$ cat config.mk
export PLATFORM = sky130hd
export DESIGN_NAME = err_eval_sweep_ctrl_flat
export DESIGN_NICKNAME = d
export VERILOG_FILES = /design/src/rtl/err_eval_pkg.sv /design/src/rtl/err_eval_sweep_ctrl_if.sv /design/src/rtl/err_eval_accum.sv /design/src/rtl/err_eval_sweep_ctrl.sv /design/src/flat_wrapper.sv
export SDC_FILE = /design/constraint.sdc
export NUM_CORES = 1
export LEC_CHECK = 0
export BUFFER_PORTS_ARGS = -buffer_cell sky130_fd_sc_hd__buf_2
export CAP_MARGIN = 20
export CORE_MARGIN = 2
export CORE_UTILIZATION = 60
export CTS_CLUSTER_SIZE = 10
export DETAILED_ROUTE_END_ITERATION = 8
export HOLD_SLACK_MARGIN = 0.15
export PLACE_DENSITY_LB_ADDON = 0.15
export SKIP_CTS_REPAIR_TIMING = 1
export SLEW_MARGIN = 30
export SYNTH_ARGS = -nofsm -noshare
export SYNTH_HDL_FRONTEND = slang
export SYNTH_SLANG_ARGS = --single-unit
export TNS_END_PERCENT = 10
$ cat constraint.sdc
create_clock -name clk -period 5.5 [get_ports clk]
set_input_delay 1.65 -clock clk [delete_from_list [all_inputs] [get_ports clk]]
set_output_delay 1.65 -clock clk [all_outputs]
set_load 0.05 [all_outputs]
$ cat src/rtl/err_eval_pkg.sv
// Shared types and width helpers for the approximate-arithmetic error evaluator.
//   state_e : sweep sequencer states
//   cnt_w() : width of the sweep counter and of the error counter (IN_W+1)
//   sum_w() : width of the absolute-error accumulator (OUT_W+IN_W)
package err_eval_pkg;

  typedef enum logic [1:0] {
    ST_IDLE  = 2'd0,
    ST_RUN   = 2'd1,
    ST_DRAIN = 2'd2,
    ST_DONE  = 2'd3
  } state_e;

  // One extra bit so the counter can represent N = 2^IN_W without wrapping.
  function automatic int cnt_w(input int in_w);
    return in_w + 1;
  endfunction

  // N points of at most 2^OUT_W-1 each fit in OUT_W+IN_W bits.
  function automatic int sum_w(input int in_w, input int out_w);
    return out_w + in_w;
  endfunction

endpackage

$ cat src/rtl/err_eval_sweep_ctrl_if.sv
// Bus between the sweep controller and its harness (host control plus the
// approximate/exact datapaths).
//   master : harness side - drives start/abort and the two unit results
//   slave  : controller side - drives stimulus, status and error metrics
interface err_eval_sweep_ctrl_if
  import err_eval_pkg::*;
#(
  parameter int IN_W  = 12,
  parameter int OUT_W = 14
);
  localparam int CNT_W = cnt_w(IN_W);
  localparam int SUM_W = sum_w(IN_W, OUT_W);

  logic             start;
  logic             abort;
  logic             stim_valid;
  logic [IN_W-1:0]  stim_data;
  logic [OUT_W-1:0] approx_res;
  logic [OUT_W-1:0] exact_res;
  logic             busy;
  logic             done;
  logic [CNT_W-1:0] err_cnt;
  logic [OUT_W-1:0] max_err;
  logic [SUM_W-1:0] sum_err;

  modport master (
    output start, abort, approx_res, exact_res,
    input  stim_valid, stim_data, busy, done, err_cnt, max_err, sum_err
  );

  modport slave (
    input  start, abort, approx_res, exact_res,
    output stim_valid, stim_data, busy, done, err_cnt, max_err, sum_err
  );

endinterface

$ cat src/rtl/err_eval_accum.sv
// Two-stage error accumulator.
//   Stage 1 registers |approx-exact| and the not-equal flag for a valid slot.
//   Stage 2 folds that slot into err_cnt, max_err and sum_err.
// Ports:
//   clk, rst          clock, async active-high reset
//   valid_i           current approx_i/exact_i belong to a live sweep point
//   approx_i, exact_i results of the approximate and golden units
//   clear_i           zero all metrics and the stage-1 slot (new sweep)
//   flush_i           drop the in-flight slot without accumulating it (abort)
//   err_cnt_o, max_err_o, sum_err_o  running metrics
module err_eval_accum
  import err_eval_pkg::*;
#(
  parameter int IN_W  = 12,
  parameter int OUT_W = 14
) (
  input  logic                             clk,
  input  logic                             rst,
  input  logic                             valid_i,
  input  logic [OUT_W-1:0]                 approx_i,
  input  logic [OUT_W-1:0]                 exact_i,
  input  logic                             clear_i,
  input  logic                             flush_i,
  output logic [cnt_w(IN_W)-1:0]           err_cnt_o,
  output logic [OUT_W-1:0]                 max_err_o,
  output logic [sum_w(IN_W, OUT_W)-1:0]    sum_err_o
);
  localparam int CNT_W = cnt_w(IN_W);
  localparam int SUM_W = sum_w(IN_W, OUT_W);

  // One guard bit keeps the difference of two unsigned OUT_W values exact;
  // its magnitude always fits back into OUT_W bits.
  logic signed [OUT_W:0] diff;
  logic [OUT_W-1:0]      absdiff;

  assign diff    = $signed({1'b0, approx_i}) - $signed({1'b0, exact_i});
  assign absdiff = diff[OUT_W] ? OUT_W'(-diff) : OUT_W'(diff);

  logic             s1_vld_q;
  logic             s1_ne_q;
  logic [OUT_W-1:0] s1_abs_q;
  logic [CNT_W-1:0] err_cnt_q;
  logic [OUT_W-1:0] max_err_q;
  logic [SUM_W-1:0] sum_err_q;

  always_ff @(posedge clk or posedge rst) begin
    if (rst) begin
      s1_vld_q <= 1'b0;
      s1_ne_q  <= 1'b0;
      s1_abs_q <= '0;
    end else begin
      s1_vld_q <= valid_i && !clear_i && !flush_i;
      s1_ne_q  <= (approx_i != exact_i);
      s1_abs_q <= absdiff;
    end
  end

  always_ff @(posedge clk or posedge rst) begin
    if (rst) begin
      err_cnt_q <= '0;
      max_err_q <= '0;
      sum_err_q <= '0;
    end else if (clear_i) begin
      err_cnt_q <= '0;
      max_err_q <= '0;
      sum_err_q <= '0;
    end else if (s1_vld_q && !flush_i) begin
      err_cnt_q <= err_cnt_q + CNT_W'(s1_ne_q);
      if (s1_abs_q > max_err_q) max_err_q <= s1_abs_q;
      sum_err_q <= sum_err_q + SUM_W'(s1_abs_q);
    end
  end

  assign err_cnt_o = err_cnt_q;
  assign max_err_o = max_err_q;
  assign sum_err_o = sum_err_q;

endmodule

$ cat src/rtl/err_eval_sweep_ctrl.sv
// Exhaustive sweep sequencer for approximate-unit error evaluation.
// Drives every operand 0..2^IN_W-1 to the external approximate and exact
// units, tags their results through a DUT_LAT-deep valid delay line and
// feeds them to err_eval_accum for on-the-fly error metrics.
// Ports:
//   clk, rst   clock, async active-high reset
//   bus        slave side of err_eval_sweep_ctrl_if (start/abort, stimulus,
//              unit results, busy/done, err_cnt/max_err/sum_err)
//
// state    | meaning
// ---------+---------------------------------------------------------
// ST_IDLE  | waiting for start; metrics hold their last values
// ST_RUN   | issuing one sweep point per cycle (stim_valid=1)
// ST_DRAIN | all points issued; waiting for the pipeline to empty
// ST_DONE  | one-cycle done pulse, then back to ST_IDLE
module err_eval_sweep_ctrl
  import err_eval_pkg::*;
#(
  parameter int IN_W    = 12,
  parameter int OUT_W   = 14,
  parameter int DUT_LAT = 0
) (
  input  logic                  clk,
  input  logic                  rst,
  err_eval_sweep_ctrl_if.slave  bus
);
  localparam int CNT_W = cnt_w(IN_W);
  localparam int N     = 1 << IN_W;
  localparam logic [CNT_W-1:0] LAST_PT = CNT_W'(N - 1);
  // Drain covers DUT_LAT result latency plus the two accumulator stages.
  localparam int DRN_W = $clog2(DUT_LAT + 2);
  localparam logic [DRN_W-1:0] DRN_LOAD = DRN_W'(DUT_LAT + 1);

  state_e           state_q;
  logic [CNT_W-1:0] cnt_q;
  logic [DRN_W-1:0] drn_q;
  logic             stim_valid_q;
  logic             busy_q;
  logic             done_q;

  logic start_acc;
  logic abort_acc;
  logic res_vld;

  assign start_acc = (state_q == ST_IDLE) && bus.start;
  assign abort_acc = ((state_q == ST_RUN) || (state_q == ST_DRAIN)) && bus.abort;

  always_ff @(posedge clk or posedge rst) begin
    if (rst) begin
      state_q      <= ST_IDLE;
      cnt_q        <= '0;
      drn_q        <= '0;
      stim_valid_q <= 1'b0;
      busy_q       <= 1'b0;
      done_q       <= 1'b0;
    end else begin
      done_q <= 1'b0;
      case (state_q)
        ST_IDLE: begin
          if (start_acc) begin
            cnt_q        <= '0;
            stim_valid_q <= 1'b1;
            busy_q       <= 1'b1;
            state_q      <= ST_RUN;
          end
        end
        ST_RUN: begin
          if (abort_acc) begin
            stim_valid_q <= 1'b0;
            busy_q       <= 1'b0;
            state_q      <= ST_IDLE;
          end else begin
            cnt_q <= cnt_q + CNT_W'(1);
            if (cnt_q == LAST_PT) begin
              stim_valid_q <= 1'b0;
              drn_q        <= DRN_LOAD;
              state_q      <= ST_DRAIN;
            end
          end
        end
        ST_DRAIN: begin
          if (abort_acc) begin
            busy_q  <= 1'b0;
            state_q <= ST_IDLE;
          end else if (drn_q == '0) begin
            busy_q  <= 1'b0;
            done_q  <= 1'b1;
            state_q <= ST_DONE;
          end else begin
            drn_q <= drn_q - DRN_W'(1);
          end
        end
        ST_DONE: state_q <= ST_IDLE;
        default: state_q <= ST_IDLE;
      endcase
    end
  end

  // Valid tag travels alongside the external units' latency so the
  // accumulator only ever sees results belonging to a live point.
  generate
    if (DUT_LAT == 0) begin : g_no_lat
      assign res_vld = stim_valid_q;
    end else begin : g_lat
      logic [DUT_LAT-1:0] vld_sr_q;
      always_ff @(posedge clk or posedge rst) begin
        if (rst) begin
          vld_sr_q <= '0;
        end else if (abort_acc) begin
          vld_sr_q <= '0;
        end else begin
          vld_sr_q[0] <= stim_valid_q;
          for (int i = 1; i < DUT_LAT; i++) vld_sr_q[i] <= vld_sr_q[i-1];
        end
      end
      assign res_vld = vld_sr_q[DUT_LAT-1];
    end
  endgenerate

  err_eval_accum #(
    .IN_W  (IN_W),
    .OUT_W (OUT_W)
  ) u_accum (
    .clk       (clk),
    .rst       (rst),
    .valid_i   (res_vld),
    .approx_i  (bus.approx_res),
    .exact_i   (bus.exact_res),
    .clear_i   (start_acc),
    .flush_i   (abort_acc),
    .err_cnt_o (bus.err_cnt),
    .max_err_o (bus.max_err),
    .sum_err_o (bus.sum_err)
  );

  assign bus.stim_valid = stim_valid_q;
  assign bus.stim_data  = cnt_q[IN_W-1:0];
  assign bus.busy       = busy_q;
  assign bus.done       = done_q;

endmodule

$ cat src/flat_wrapper.sv
// flat-port wrapper written by rule: the top's interface ports become plain ports
module err_eval_sweep_ctrl_flat import err_eval_pkg::*;
#(
  parameter int IN_W    = 12,
  parameter int OUT_W   = 14,
  parameter int DUT_LAT = 0
)
  (clk, rst, bus_start, bus_abort, bus_approx_res, bus_exact_res, bus_stim_valid, bus_stim_data, bus_busy, bus_done, bus_err_cnt, bus_max_err, bus_sum_err);
  err_eval_sweep_ctrl_if #(.IN_W(IN_W), .OUT_W(OUT_W)) bus_i ();
  input  logic clk;
  input  logic rst;
  input wire logic [$bits(bus_i.start)-1:0] bus_start;
  input wire logic [$bits(bus_i.abort)-1:0] bus_abort;
  input wire logic [$bits(bus_i.approx_res)-1:0] bus_approx_res;
  input wire logic [$bits(bus_i.exact_res)-1:0] bus_exact_res;
  output wire logic [$bits(bus_i.stim_valid)-1:0] bus_stim_valid;
  output wire logic [$bits(bus_i.stim_data)-1:0] bus_stim_data;
  output wire logic [$bits(bus_i.busy)-1:0] bus_busy;
  output wire logic [$bits(bus_i.done)-1:0] bus_done;
  output wire logic [$bits(bus_i.err_cnt)-1:0] bus_err_cnt;
  output wire logic [$bits(bus_i.max_err)-1:0] bus_max_err;
  output wire logic [$bits(bus_i.sum_err)-1:0] bus_sum_err;
  assign bus_i.start = bus_start;
  assign bus_i.abort = bus_abort;
  assign bus_i.approx_res = bus_approx_res;
  assign bus_i.exact_res = bus_exact_res;
  assign bus_stim_valid = bus_i.stim_valid;
  assign bus_stim_data = bus_i.stim_data;
  assign bus_busy = bus_i.busy;
  assign bus_done = bus_i.done;
  assign bus_err_cnt = bus_i.err_cnt;
  assign bus_max_err = bus_i.max_err;
  assign bus_sum_err = bus_i.sum_err;
  err_eval_sweep_ctrl #(.IN_W(IN_W), .OUT_W(OUT_W), .DUT_LAT(DUT_LAT)) u_core (.clk(clk), .rst(rst), .bus(bus_i));
endmodule
* After elaboration in Yosys (flattened, before gate mapping)
Cells that the tools add are included.
** Operators by class
- Reductions and logical operators :: 20
- Muxes and demuxes :: 33
- Equal/unequal tests :: 12
- Add/subtract/negate cells :: 6
- $lt $le $gt $ge :: 1
** Operators by type and width (count)
- 2-to-1 mux 14 bit :: 4
- 2-to-1 mux 13 bit :: 4
- 2-to-1 mux 26 bit :: 2
- adder 26 x 14 -> 26 bit :: 1
- one-hot mux 13 bit (2 select lines) :: 1
- subtractor 14 x 14 -> 15 bit :: 1
- greater-than comparator 14 bit :: 1
- inequality test 14 bit :: 1
- negation 14 bit :: 1
- adder 13 x 1 -> 13 bit :: 1
- adder 13 x 1 -> 13 bit, second input constant :: 1
- equality test 13 x 12 -> 1 bit, second input constant :: 1
- 2-to-1 mux 1 bit :: 13
- 2-to-1 mux 2 bit :: 5
- inequality test 2 bit, second input constant :: 5
- AND reduction 3 bit :: 3
- one-hot mux 2 bit (4 select lines) :: 1
- AND reduction 4 bit :: 2
- nonzero test 2 bit :: 4
- inequality test 3 bit, second input constant :: 2
- logical AND 1 bit :: 5
- equality test 2 bit, second input constant :: 2
- one-hot mux 1 bit (2 select lines) :: 2
- one-hot mux 1 bit (3 select lines) :: 1
- other kinds (7) :: 8
** Storage, ports and cells
- Register bits after elaboration :: 88
- Bits of input ports :: 32
- Word-level logic and storage cells :: 84
- Output and inout bits :: 68

* Logic depth before layout (Yosys ltp)
Gate-level depths: netlist of run 1.
- Word-level depth :: 7
- Gate-level depth with buffers :: 11
- Depth with buffers taken out :: 10

* Cells and area by module
Synthesis of run 1 repeated with hierarchy kept, for this count alone.
** Second synthesis, totals
- Cells, all modules :: 666
- Area total of the unflattened synthesis :: 6034.5 µm²
** Modules (own cells, without submodules)
- err_eval_accum :: cells an instance 539, area an instance 4787.1 µm², instances 1
- err_eval_sweep_ctrl :: cells an instance 127, area an instance 1247.4 µm², instances 1

* Worst setup path before layout of run 1
Ideal clock, no wire load.
- Kind :: input to register
- Start :: input bus_exact_res[4]
- End :: register u_core.u_accum.s1_abs_q[11]
- Stages on the path :: 9
- Arrival :: 3726 ps
- Library setup time :: 127 ps
- Path slack :: 1647 ps
- Path buffers :: 0
- Cell sequence :: inv_1 > ha_1 > and2_4 > a221o_1 > a221o_1 > a211o_1 > nor3b_4 > a41oi_1 > xnor2_1
** On the way
- Cells in the longest elaborated chain, start to end :: 3
** Ends and longest elaborated chain
- start, declared :: RTL line flat_wrapper.sv:15 : input wire logic [$bits(bus_i.exact_res)-1:0] bus_exact_res;
- subtractor 14 x 14 -> 15 bit (*) :: RTL line err_eval_accum.sv:36 : assign diff = $signed({1'b0, approx_i}) - $signed({1'b0, exact_i});
- negation 14 bit :: RTL line err_eval_accum.sv:37 : assign absdiff = diff[OUT_W] ? OUT_W'(-diff) : OUT_W'(diff);
- 2-to-1 mux 14 bit (*) :: RTL line err_eval_accum.sv:37
- net u_core.u_accum.absdiff[11] :: RTL line err_eval_accum.sv:34 : logic [OUT_W-1:0] absdiff;
- end signal, assigned :: RTL line err_eval_accum.sv:54 : s1_abs_q <= absdiff;
- end, declared :: RTL line err_eval_accum.sv:41 : logic [OUT_W-1:0] s1_abs_q;
The timed path passes the listed nets; every way through them passes the cells marked *.
A chain may end at the register's enable or synchronous reset.

* Final worst setup path of run 1
- Start :: input bus_exact_res[4]
- End :: register u_core.u_accum.s1_abs_q[13]
Same word-level chain as after synthesis.

==> impl_results.md, run 1 <==
- Reg-to-reg startpoint: u_core.u_accum.s1_abs_q[0]$_DFF_PP0_
- Slew Limit Fails: 0
- Total clock buffers created by CTS: 9
- Clk_lat worst skew: approximately 0.37 ns
- H-tree lvl count: 3
- Unique cell type count in the Yosys netlist: 58
- Commonest non-fill, non-tap cell in the layout: buf_2
- Total Wirelength: about 13 mm
- First-pass GRT wire length: between 20 and 25 mm
- Cells along the critical path: buf_2 -> inv_1 -> ha_1 -> and2_4 -> a221oi_1 -> a21oi_1 -> o41ai_1 -> xor2_1 -> a41oi_1 -> xnor2_1
- Final Setup Violations: 0
- R2R cell count: 9
- CP max FO: 6
- Root Driver: clkbuf_8
- Lkg Pwr: between 3 and 4 nW
- ANT cells: 0
- CP Data Required Time: about 5.8 ns
- Unrepaired setup endpoints after global routing: no
- Largest net degree at the start of global routing: 53
- Setup Skew: ~0.0095 ns
- Initial core utilization: around 60%
- Async set or reset register ratio after synthesis: 100%
- Final Hold Viols: 0
- Gr usage total: between 20% and 30%
- Share of cells above drive strength 1: about 17%
- Hold WC Path Type: reg -> reg
- Pre-antenna DRT Iters: 4
- Setup TNS Final: 0 ns
- Crit end category: flop
- Met3 usage: under 10%
- GR Layer Usage met2: 42.0%
- Die width: between 100 and 150 um
- CP delay by family, top: compound AO/OA/AOI/OAI gates
- Average wire per standard cell: 14.4 um
- Fill count: 827
- Hold_sp: u_core.drn_q$_DFFE_PP0P_
- DRT antenna net count: 0
- Row count: 36
- Die Span Y: about 100 um
- Sequential-to-total area share from yosys stat: between 30% and 40%
- GRT met1 Usage: roughly 30%
- First DRT Iteration DRCs: between 100 and 150
- Cells after Synth: approximately 650
- Port Buf Inserts: 99
- Buf+Inv Stages, Crit Path: 2
- CTS tree: yes
- Via-to-Cell Ratio: about 5.7
- Most frequent cells in the layout: 99 x buf_2, 88 x dfrtp_1, 64 x nor2_1, 63 x nand2_1, 50 x ha_1
- # clock sinks: 88
- IO Count: 100
- CP max-delay cell: o41ai_1
- Max-slew headroom: 49.2%
- Period utilisation layout: between 60% and 70%
- Syn Nets: between 700 and 800
- Synthesis Warnings: 0
- Gpl congestion: about 0.9
- Post-synth EDFFs: 0
- Synth Area per Inst: roughly 9.0 sq um
- Worst EP arrival: 4.01 ns
- Kind of critical path: in -> reg
- Placed insts: 861
- R2r setup slk: about 2.6 ns
- Worst Hold Endpoint: u_core.bus.done$_DFF_PP0_
- Clock Path Buffers: 2
- Core Area: roughly 9600 sq um
- Tmin final: approximately 3.8 ns
- Maximum vdd drop: 0.201 mV
- Flops & latches, synth: just under 90
- Gr ovfl total: 0
- DRC violations left: 0
- Slew @ Worst Pin: 0.759 ns
- Fmax: roughly 270 MHz
- Max-cap violations: 0
- Die ar.: around 11000 sq um
- Synthesized area: just under 6000 sq um
- DP HPWL: between 9 and 10 mm
- Hold path depth: 1
- # nets final: between 800 and 900
- Non-Filler Instances: 877
- Vias: between 4000 and 5000
- CP max stage delay: roughly 0.48 ns
- Gr busiest metal: met2
- Status: finished, final reports clean
- Area grow syn2layout: 12.1%
- Worst flop-to-flop path endpoint: u_core.u_accum.sum_err_o[14]$_DFFE_PP0P_
- Power per standard cell area: ~470 nW/um^2
- Critical path launch point type: primary input
- Vias in the first global route: 4670
- Reg clk slew, reported paths: about 0.090 ns
- Initial antenna violation count: 0
- Top_reg_cell synth: dfrtp_1
==> through the flow <==
step / hold slack [ns] / cell area, sq um / power (mW) / utilization [%] / setup WS, ns
floorplan: 0.444 / 5880 / 2.35 / - / 1.57
global placement: 0.457 / 6420 / 2.66 / 66.6 / 1.47
detailed placement: 0.476 / 6420 / 2.73 / 66.6 / 1.41
CTS: 0.483 / 6590 / 3.14 / 68.4 / 1.81
global route: 0.515 / 6590 / 3.37 / 68.4 / 1.62
finish: 0.484 / 6590 / 3.13 / 68.4 / 1.75
==> logic make-up after synthesis <==
group | Yosys count | share of synthesized area [%]
compound gates | 143 | 16.0
xor+xnor | 50 | 7.45
fa+ha+maj | 52 | 11.3
buf+inv | 77 | 5.70
flops | 88 | 37.4
mux | 21 | 3.60
simple gates | 223 | 18.4
==> synthesized netlist by cell type, types with 3 or more instances <==
master	number	area [sq um]
dfrtp_1	88	2200
nor2_1	64	240
nand2_1	63	236
ha_1	50	626
inv_1	48	180
a21oi_1	43	215
o21ai_0	26	130
xnor2_1	25	219
xor2_1	25	219
mux2i_1	20	200
a21o_1	16	120
clkbuf_1	16	60.1
nand4_1	13	81.3
and3_1	12	75.1
buf_4	12	90.1
nor3_1	12	60.1
nand3_1	11	55.1
or3_1	11	68.8
nand2b_1	10	62.6
a211oi_1	7	52.6
and2_1	6	37.5
a31oi_1	5	31.3
and4_1	5	43.8
nor2b_1	5	31.3
o21a_1	5	37.5
a221o_1	4	40.0
a41oi_1	4	35.0
o211ai_1	4	30.0
o21bai_1	4	30.0
o211a_1	3	30.0
==> area by class of cell <==
class / instances / area, sq um / share of cell area, %
multi-input cells: 489 / 3340 / 50.7
flip-flops and latches: 88 / 2200 / 33.4
repair buffers: 103 / 526 / 7.97
inverters: 48 / 183 / 2.77
well taps: 133 / 166 / 2.52
clock buffers: 11 / 141 / 2.14
clock inverters: 5 / 32.5 / 0.493
==> state kept, by name (all words and copies together), names as in the netlist <==
name,count
u_core.u_accum.sum_err_o,26
u_core.u_accum.max_err_o,14
u_core.u_accum.s1_abs_q,14
u_core.cnt_q,13
u_core.u_accum.err_cnt_o,13
u_core.state_q,2
u_core.bus.busy,1
u_core.bus.done,1
u_core.bus.stim_valid,1
u_core.drn_q,1
u_core.u_accum.s1_ne_q,1
u_core.u_accum.s1_vld_q,1
==> routing by layer <==
| layer | vias to the layer above | wire (um) |
|---|---|---|
| li1 | 2459 | - |
| met1 | 2411 | 5530 |
| met2 | 101 | 6300 |
| met3 | 23 | 536 |
| met4 | 0 | 302 |
| met5 | - | 0 |
==> how the worst max path moves through the flow <==
stage / start / to / slack (ns) / depth (start not counted)
4_1_cts: bus_exact_res[4] / u_core.u_accum.s1_abs_q[10]$_DFF_PP0_ / 1.81 / 10
5_1_grt: bus_exact_res[4] / u_core.u_accum.s1_abs_q[13]$_DFF_PP0_ / 1.62 / 10
2_1_floorplan: rst / u_core.bus.busy$_DFFE_PP0P_ / 1.57 / 1
3_5_place_dp: bus_exact_res[4] / u_core.u_accum.s1_abs_q[13]$_DFF_PP0_ / 1.41 / 10
3_3_place_gp: bus_exact_res[4] / u_core.u_accum.s1_abs_q[10]$_DFF_PP0_ / 1.47 / 10
6_report: bus_exact_res[4] / u_core.u_accum.s1_abs_q[13]$_DFF_PP0_ / 1.75 / 10
==> power breakdown <==
| group | total (mW) | internal [mW] | switching, mW | leakage (nW) |
|---|---|---|---|---|
| combinational | 1.77 | 0.618 | 1.16 | 2.12 |
| sequential | 0.952 | 0.803 | 0.149 | 1.15 |
| clock | 0.404 | 0.175 | 0.229 | 0.0813 |
| total | 3.13 | 1.60 | 1.54 | 3.36 |
(Power assumes the default switching activity.)
==> inputs of run 2 (changes only) <==
CORE_UTILIZATION = 57   (was 60)
clock period = 3.7 ns   (was 5.5 ns; I/O delays follow)
==> impl_results.md, run 2 (same netlist as run 1, synthesis figures left out) <==
- Max-cap violations: 0
- Die Span Y: 106 um
- Slew Limit Fails: 0
- Average wire per standard cell: 14.6 um
- IO Count: 100
- DRT antenna net count: 0
- DP HPWL: between 9 and 10 mm
- Period utilisation layout: a little under nine tenths
- DP Area: about 6400 sq um
- Clk_lat worst skew: ~0.37 ns
- Reg clk slew, reported paths: ~0.080 ns
- Clock Path Buffers: 2
- Final Hold Viols: 0
- Kind of critical path: in -> reg
- Total clock buffers created by CTS: 9
- CP max stage delay: 0.36 ns
- Die ar.: roughly 11000 sq um
- Clk pwr share: around an eighth
- Port Buf Inserts: 99
- Register share of total power: between 30% and 40%
- Commonest non-fill, non-tap cell in the layout: buf_2
- # nets final: between 800 and 900
- Initial antenna violation count: 0
- Cells along the critical path: buf_2 -> inv_1 -> ha_1 -> and2_4 -> a221o_1 -> a221o_1 -> a211o_1 -> nor3b_4 -> a41oi_1 -> xnor2_1
- Share of cells above drive strength 1: 17.3%
- Setup Skew: ~0.0093 ns
- Hold WC Path Type: reg -> reg
- ANT cells: 0
- CP most frequent cell: a221o_1
- H-tree lvl count: 3
- Gr ovfl total: 0
- Slew @ Worst Pin: ~0.73 ns
- Min Hold Slack: 0.475 ns
- Most frequent cells in the layout: 99 x buf_2, 88 x dfrtp_1, 64 x nor2_1, 63 x nand2_1, 50 x ha_1
- Fill count: ~870
- Sw Ratio: approximately half
- Maximum vdd drop: roughly 0.28 mV
- Row count: 37
- CP max-delay cell: ha_1
- Switch Pwr: ~2.3 mW
- Lkg Pwr: 3.38 nW
- CP max FO: 6
- Root Driver: clkbuf_8
- Vias in the first global route: approximately 4800
- CP Data Required Time: ~4 ns
- Power Internal: around 2.4 mW
- Critical path launch point type: primary input
- Worst EP arrival: roughly 3.4 ns
- # clock sinks: just under 90
- Unrepaired setup endpoints after global routing: no
- Final Setup Violations: 0
- Design Area, Final: around 6600 sq um
- DRC violations left: 0
- First DRT Iteration DRCs: approximately 230
- Pre-antenna DRT Iters: 4
- Max reg flops: 26
- Power per standard cell area: about 700 nW/um^2
- Core Area: between 10000 and 15000 sq um
- Crit end category: flop
- Die width: roughly 110 um
- Initial core utilization: between 50% and 60%
- Setup TNS Final: 0 ns
- CTS tree: yes
- Via-to-Cell Ratio: 5.65
- First-pass GRT wire length: 21.5 mm
- Status: finished, final reports clean
- Fmax: roughly 320 MHz
- Gpl congestion: approximately 0.9
- Area grow syn2layout: 12.5%
- Total Wirelength: between 10 and 15 mm
- Logic pwr share: 56.9%
- Max-slew headroom: between 50 and 60%
- Tmin final: around 3.2 ns
- Vias: approximately 5000
- Largest net degree at the start of global routing: 50
- Gr usage total: 23.8%
run 2: cell types whose count changed in the layout (fill, tap and decap cells not counted), sizes merged:
cell | before | now
buf | 103 | 105
clkbuf | 11 | 12
clkinv | 2 | 5
clkinvlp | 3 | 0
inv | 48 | 47
run 2: worst paths after layout:
check | startpoint | to | slack [ns] | cells past startpoint
setup reg to reg | u_core.u_accum.s1_abs_q[0]$_DFF_PP0_ | u_core.u_accum.sum_err_o[20]$_DFFE_PP0P_ | 0.78 | 9
setup / recovery | bus_exact_res[4] | u_core.u_accum.s1_abs_q[11]$_DFF_PP0_ | 0.53 | 10
max in group asynchronous | rst | u_core.u_accum.s1_abs_q[12]$_DFF_PP0_ | 2.19 | 3
min in group asynchronous | rst | u_core.u_accum.sum_err_o[22]$_DFFE_PP0P_ | 0.82 | 2
hold reg to reg | u_core.drn_q$_DFFE_PP0P_ | u_core.bus.done$_DFF_PP0_ | 0.48 | 1
hold / removal | u_core.drn_q$_DFFE_PP0P_ | u_core.bus.done$_DFF_PP0_ | 0.48 | 1
run 2: per-layer routing:
layer,share of wire [%],wire (um),GRT usage [%],up-vias
li1,-,-,-,2461
met1,44,5690,30.2,2367
met2,48,6170,39.1,135
met3,5.1,656,3.83,24
met4,2.7,350,12.7,0
met5,0,0,0,-
run 2: worst max-delay path: cells and delay by family:
kind / cells / cell delay, ns
adders and majority gates: 1 / 0.36
AOI/OAI and AO/OA: 4 / 1.18
xor gates and xnor gates: 1 / 0.16
buffers and inverters: 2 / 0.10
and+or+nand+nor: 2 / 0.49
run 2: stage by stage:
step | instances | setup WS [ns] | util, % | power, mW
2_1_floorplan | 654 | 0.311 | - | 3.49
3_3_place_gp | 866 | 0.214 | 63.3 | 3.98
3_5_place_dp | 866 | 0.166 | 63.3 | 4.07
4_1_cts | 882 | 0.553 | 65.0 | 4.67
5_1_grt | 882 | 0.279 | 65.0 | 5.02
6_report | 882 | 0.528 | 65.0 | 4.65
run 2: layout make-up:
cell class	count	area [sq um]	area share, %
Clock buffer	12	145	2.19
Clock inverter	4	20.0	0.303
Timing Repair Buffer	105	553	8.36
Sequential cell	88	2200	33.3
Inverter	48	181	2.74
Multi-Input combinational cell	489	3340	50.5
Tap cell	136	170	2.57
run 2: power groups by stage:
stage                     Clock (mW)  Sequential [mW]  Combinational, mW
after floorplan                    0             1.86               1.63
after global placement             0             1.42               2.56
after detailed placement           0             1.43               2.64
after CTS                      0.604             1.41               2.65
after global routing           0.645             1.45               2.92
final                          0.587             1.41               2.65
